File: config.mk
export PLATFORM = sky130hd
export DESIGN_NAME = rom_uart_sender
export DESIGN_NICKNAME = d
export VERILOG_FILES = /design/src/rtl/rom_uart_sender.sv
export SDC_FILE = /design/constraint.sdc
export NUM_CORES = 1
export LEC_CHECK = 0
export ABC_AREA = 1
export CAP_MARGIN = 20
export CORE_AREA = 4 4 90 92
export DETAILED_ROUTE_END_ITERATION = 6
export DIE_AREA = 0 0 94 96
export GPL_TIMING_DRIVEN = 0
export HOLD_SLACK_MARGIN = 0.08
export RECOVER_POWER = 50
export SYNTH_ARGS = -nofsm -noshare
export SYNTH_HDL_FRONTEND = slang
export SYNTH_SLANG_ARGS = --single-unit
File: constraint.sdc
create_clock -name clka -period 3.4 [get_ports clka]
set_clock_uncertainty 0.15 [all_clocks]
set_input_delay 0.68 -clock clka [delete_from_list [all_inputs] [get_ports clka]]
set_output_delay 0.68 -clock clka [all_outputs]
set_load 0.02 [all_outputs]
File: src/rtl/rom_uart_sender.sv
`default_nettype none
// ============================================================================
// Module   : rom_uart_sender
// Purpose  : Streams a fixed message out of a 64x8 single-port message ROM
//            onto a UART TX line (8N1, LSB first). One start pulse sends the
//            bytes at addresses 0..MSG_LEN-1. When STOP_ON_ZERO is set, a
//            0x00 byte ends the message early and is not transmitted.
// Ports    : clka      in   system clock, rising edge
//            rsta_n    in   asynchronous active-low reset
//            start     in   message request, honoured in IDLE only
//            rom_addr  out  ROM address (to ROM addra)
//            rom_rst   out  ROM synchronous reset, follows ~rsta_n
//            rom_dout  in   ROM data (from ROM doa), valid 1 cycle after addr
//            txd       out  UART serial output, idle high
//            busy      out  high while a message is in progress
//            done      out  one-cycle pulse when a message finishes
// Revision : 1.0 - initial release
// ============================================================================
module rom_uart_sender #(
  parameter int BAUD_DIV     = 208,
  parameter int MSG_LEN      = 64,
  parameter int STOP_ON_ZERO = 1
) (
  input  logic       clka,
  input  logic       rsta_n,
  input  logic       start,
  output logic [5:0] rom_addr,
  output logic       rom_rst,
  input  logic [7:0] rom_dout,
  output logic       txd,
  output logic       busy,
  output logic       done
);

  localparam int                  c_BAUD_W    = $clog2(BAUD_DIV);
  localparam logic [c_BAUD_W-1:0] c_BAUD_LAST = c_BAUD_W'(BAUD_DIV - 1);
  localparam logic [c_BAUD_W-1:0] c_BAUD_ONE  = c_BAUD_W'(1);
  localparam logic [5:0]          c_LAST_IDX  = 6'(MSG_LEN - 1);
  localparam logic [3:0]          c_STOP_SLOT = 4'd9;

  localparam logic [2:0] c_ST_IDLE  = 3'd0;
  localparam logic [2:0] c_ST_FETCH = 3'd1;
  localparam logic [2:0] c_ST_LOAD  = 3'd2;
  localparam logic [2:0] c_ST_SEND  = 3'd3;
  localparam logic [2:0] c_ST_NEXT  = 3'd4;
  localparam logic [2:0] c_ST_FIN   = 3'd5;

  logic [2:0]          state_q, state_d;
  logic [5:0]          addr_q,  addr_d;
  logic [5:0]          idx_q,   idx_d;
  logic [c_BAUD_W-1:0] baud_q,  baud_d;
  logic [3:0]          slot_q,  slot_d;   // 0 start, 1..8 data, 9 stop
  logic [7:0]          shift_q, shift_d;
  logic                txd_q,   txd_d;
  logic                busy_q,  busy_d;
  logic                done_q,  done_d;

  // The ROM reset simply mirrors our own reset.
  assign rom_rst  = ~rsta_n;
  assign rom_addr = addr_q;
  assign txd      = txd_q;
  assign busy     = busy_q;
  assign done     = done_q;

  // --------------------------------------------------------------------------
  // State and output registers
  // --------------------------------------------------------------------------
  always_ff @(posedge clka or negedge rsta_n) begin
    if (!rsta_n) begin
      state_q <= c_ST_IDLE;
      addr_q  <= 6'd0;
      idx_q   <= 6'd0;
      baud_q  <= '0;
      slot_q  <= 4'd0;
      shift_q <= 8'd0;
      txd_q   <= 1'b1;
      busy_q  <= 1'b0;
      done_q  <= 1'b0;
    end else begin
      state_q <= state_d;
      addr_q  <= addr_d;
      idx_q   <= idx_d;
      baud_q  <= baud_d;
      slot_q  <= slot_d;
      shift_q <= shift_d;
      txd_q   <= txd_d;
      busy_q  <= busy_d;
      done_q  <= done_d;
    end
  end

  // --------------------------------------------------------------------------
  // Next-state and datapath logic
  // --------------------------------------------------------------------------
  always_comb begin
    state_d = state_q;
    addr_d  = addr_q;
    idx_d   = idx_q;
    baud_d  = baud_q;
    slot_d  = slot_q;
    shift_d = shift_q;
    case (state_q)
      c_ST_IDLE: begin
        if (start) begin
          addr_d  = 6'd0;
          idx_d   = 6'd0;
          state_d = c_ST_FETCH;
        end
      end
      // ROM samples addr_q at the end of this cycle.
      c_ST_FETCH: state_d = c_ST_LOAD;
      c_ST_LOAD: begin
        shift_d = rom_dout;
        if ((STOP_ON_ZERO != 0) && (rom_dout == 8'h00)) begin
          state_d = c_ST_FIN;
        end else begin
          slot_d  = 4'd0;
          baud_d  = '0;
          state_d = c_ST_SEND;
        end
      end
      c_ST_SEND: begin
        if (baud_q == c_BAUD_LAST) begin
          baud_d = '0;
          if (slot_q == c_STOP_SLOT) begin
            state_d = c_ST_NEXT;
          end else begin
            slot_d = slot_q + 4'd1;
            // Leaving a data slot exposes the next data bit at shift[0];
            // leaving the start slot keeps data[0] in place.
            if (slot_q != 4'd0) begin
              shift_d = {1'b0, shift_q[7:1]};
            end
          end
        end else begin
          baud_d = baud_q + c_BAUD_ONE;
        end
      end
      c_ST_NEXT: begin
        if (idx_q == c_LAST_IDX) begin
          state_d = c_ST_FIN;
        end else begin
          idx_d   = idx_q + 6'd1;
          addr_d  = addr_q + 6'd1;
          state_d = c_ST_FETCH;
        end
      end
      c_ST_FIN: state_d = c_ST_IDLE;
      default:  state_d = c_ST_IDLE;
    endcase
  end

  // --------------------------------------------------------------------------
  // Output logic: decoded from the next state so the registered outputs line
  // up exactly with the state they describe (no path from rom_dout to txd
  // other than through shift_q/shift_d into a flop).
  // --------------------------------------------------------------------------
  always_comb begin
    txd_d  = 1'b1;
    busy_d = 1'b0;
    done_d = 1'b0;
    case (state_d)
      c_ST_FETCH, c_ST_LOAD, c_ST_NEXT: busy_d = 1'b1;
      c_ST_SEND: begin
        busy_d = 1'b1;
        if (slot_d == 4'd0) begin
          txd_d = 1'b0;
        end else if (slot_d == c_STOP_SLOT) begin
          txd_d = 1'b1;
        end else begin
          txd_d = shift_d[0];
        end
      end
      c_ST_FIN: done_d = 1'b1;
      default: begin
        txd_d  = 1'b1;
        busy_d = 1'b0;
        done_d = 1'b0;
      end
    endcase
  end

endmodule
`default_nettype wire

==> metrics.cfg <==
[die]
coreArea_sq_um = 7210
fp.dieArea_sq_um = 9020
rows = 31
num_io_pins = 21
initial_core_util_pct = 29.3
die_h_um = 96
die_width_um = 94

[clock_tree]
clockBufferDepth = 2
cts-hold-fix-buffers = 0
cts_tree = done
clk_pin_slew_ps = 80
cts_resized = 0
clk_latency_ps = 290
htree_levels = 2
numCtsBuffers = 5
cts-root-buf = clkbuf_8
cts.sinks = 38
postCtsSetupBuffers = 0

[route]
ant_nets = 0
route.vias.total = 1704
wl_mm = 4.35
route.detailed.drc = 0
drt-initial-drc-count = 68
routedWlPerCell_um = 11.6
drt-pass1-iter-count = 4
vias_per_cell = 4.56

[grt]
grt_overflow = 0
grt_pass1_vias = 1592
gr-usage-all-layers_pct = 10.3
grt_pass1_wl_mm = 7.35
antenna_found_initial = 0
grt_max_degree = 40

[finish]
antenna_cells = 0
final_cells = 374
area_delta_synth_final_pct = 20.4
finish.utilization_pct = 35.3
nNetsFinal = 291
drive_gt1_share_pct = 16.7
fillers = 754
final_cell_area_sq_um = 2550

[timing]
finalCritPeriodShare_pct = 82.8
period_needed_ps = 2810
worst_pin_slew_ps = 872
fin_ws_ps = 585
grt_setup_unrepaired = no
finalSetupViolations = 0
slew_headroom_pct = 41.8
slew_viol_final = 0
fmax_ghz = 0.355
hold_viol = 0
holdWs_ps = 344

[setup_path]
start_kind = input port
cpMaxStageDelayCell = buf_2
critPathArrivalTime_ps = 1980
cp.required_ps = 2570
crit_path_cell_trace = buf_2, inv_1, clkdlybuf4s50_1
crit_family = buffers and inverters
critical_path_class = input port to output pin
cp_max_fo = 39
critPathBufInv = 3
cp-end-kind = output pin
slowest_delay_ps = 660

[power]
internal_power_mw = 1.23
clockPowerShare_pct = 22.6
switching_share_pct = 40.3
pwr-share-seq_pct = 37.5
p_leak_nw = 1.22
vdd_ir_drop_max_v = 0.000319
comb_power_share_pct = 40.0
power.switching_mw = 0.828
power.density_nw_per_um2 = 805

[placement]
place_hpwl_mm = 3.20
place_ws_ps = 513
gp_congestion = 0.824
numPortBuffers = 20
dp.cells = 366
place_area_sq_um = 2440

[synthesis]
synthAdderAreaFrac_pct = 3.55
synthesis.area_sq_um = 2120
synthSimpleGateAreaFrac_pct = 31.3
synthTopCellsByCount = nand2_1 (62), dfrtp_1 (37), nor2_1 (21)
netlist.top_cell.by_area = dfrtp_1
yosysSeqAreaShare_pct = 45.0
synth_top_area_share_pct = 43.7
synth_top_family_by_area = simple AND/OR/NAND/NOR gates
syn_area_per_cell_sq_um = 8.57
syn_nets = 264
ys_types = 38
synth_xor_xnor_area_share_pct = 2.48
yosys-top-cells-area = dfrtp_1 (44%), nand2_1 (11%), nand3_1 (4.5%)
synth_async_sr_flop_share_pct = 100
ys_seq_elements = 38
synth.area.mux_share_pct = 0
synth-edff-count = 0
synth-main-ff-cell = dfrtp_1
yosysMostFrequentCell = nand2_1
synth_compound_area_share_pct = 11.6
synthCells = 247
yosys_warnings = 0

[hold_path]
hold_path_class = input port to asynchronous set/reset pin

[outcome]
status = finished, final reports clean

[flow_run]
drv_cap = 0

-- cell families (layout without fill, tap and decap cells) --
kind of cell,count (synthesis),count (layout)
adders and majority gates,6,6
buffers and inverters,32,60
xor gates and xnor gates,6,6
DFF,38,38
and+or+nand+nor,128,128
AOI/OAI and AO/OA,37,37
-- cell type report --
cell class,instances,area (sq um),share of cell area (%)
Multi-Input combinational cell,177,1010,39.7
Sequential cell,38,952,37.3
Timing Repair Buffer,20,195,7.65
Tap cell,99,124,4.86
Inverter,30,116,4.56
Clock buffer,5,68.8,2.70
Clock inverter,3,68.8,2.70
Buffer,2,12.5,0.491
-- per-layer routing --
metal	wire, um	GRT usage, %
met1	2240	13.9
met2	1920	16.6
met3	127	2.27
met5	0	0
met4	63	3.25
-- power groups by stage --
stage	clock, mW	combinational [mW]	sequential (mW)
finish	0.464	0.820	0.769
global route	0.492	0.942	0.789
CTS	0.475	0.846	0.768
detailed placement	0	0.839	0.775
global placement	0	0.827	0.771
floorplan	0	0.578	0.785
-- metrics by stage --
step           setup TNS [ps]  power, mW
2_1_floorplan               0       1.36
3_3_place_gp             -547       1.60
3_5_place_dp                0       1.61
4_1_cts                     0       2.09
5_1_grt                     0       2.22
6_report                    0       2.05
-- sequential cells by signal (all words and copies together) (netlist names) --
signal and cells:
baud_q 8, busy 1, done 1, idx_q 6, rom_addr 6, shift_q 8
slot_q 4, state_q 3, txd 1
-- layout by cell type, fill, tap and decap left out, types with 3 or more instances in the layout --
master           count
a21oi_1              9
a32oi_1              6
clkbuf_8             5
clkdlybuf4s50_1     18
dfrtp_1             37
ha_1                 6
inv_1               18
inv_2               10
nand2_1             63
nand2_2              4
nand3_1             19
nand3_2              3
nand4_1              5
nor2_1              21
nor2_2               3
o21ai_0              3
o21ai_1              6
o21ai_2              3
xnor2_1              3
xor2_1               3
-- worst paths after layout --
check                      startpoint          to  slack (ps)  cells past startpoint
hold reg to reg            shift_q[1]  shift_q[1]         350                      2
setup reg to reg           state_q[0]    idx_q[5]        1120                      8
max in group asynchronous      rsta_n   slot_q[2]        2190                      1
setup / recovery               rsta_n     rom_rst         590                      3
hold / removal                 rsta_n  shift_q[7]         340                      1
min in group clka          shift_q[1]  shift_q[1]         350                      2
(Power assumes the default switching activity.)
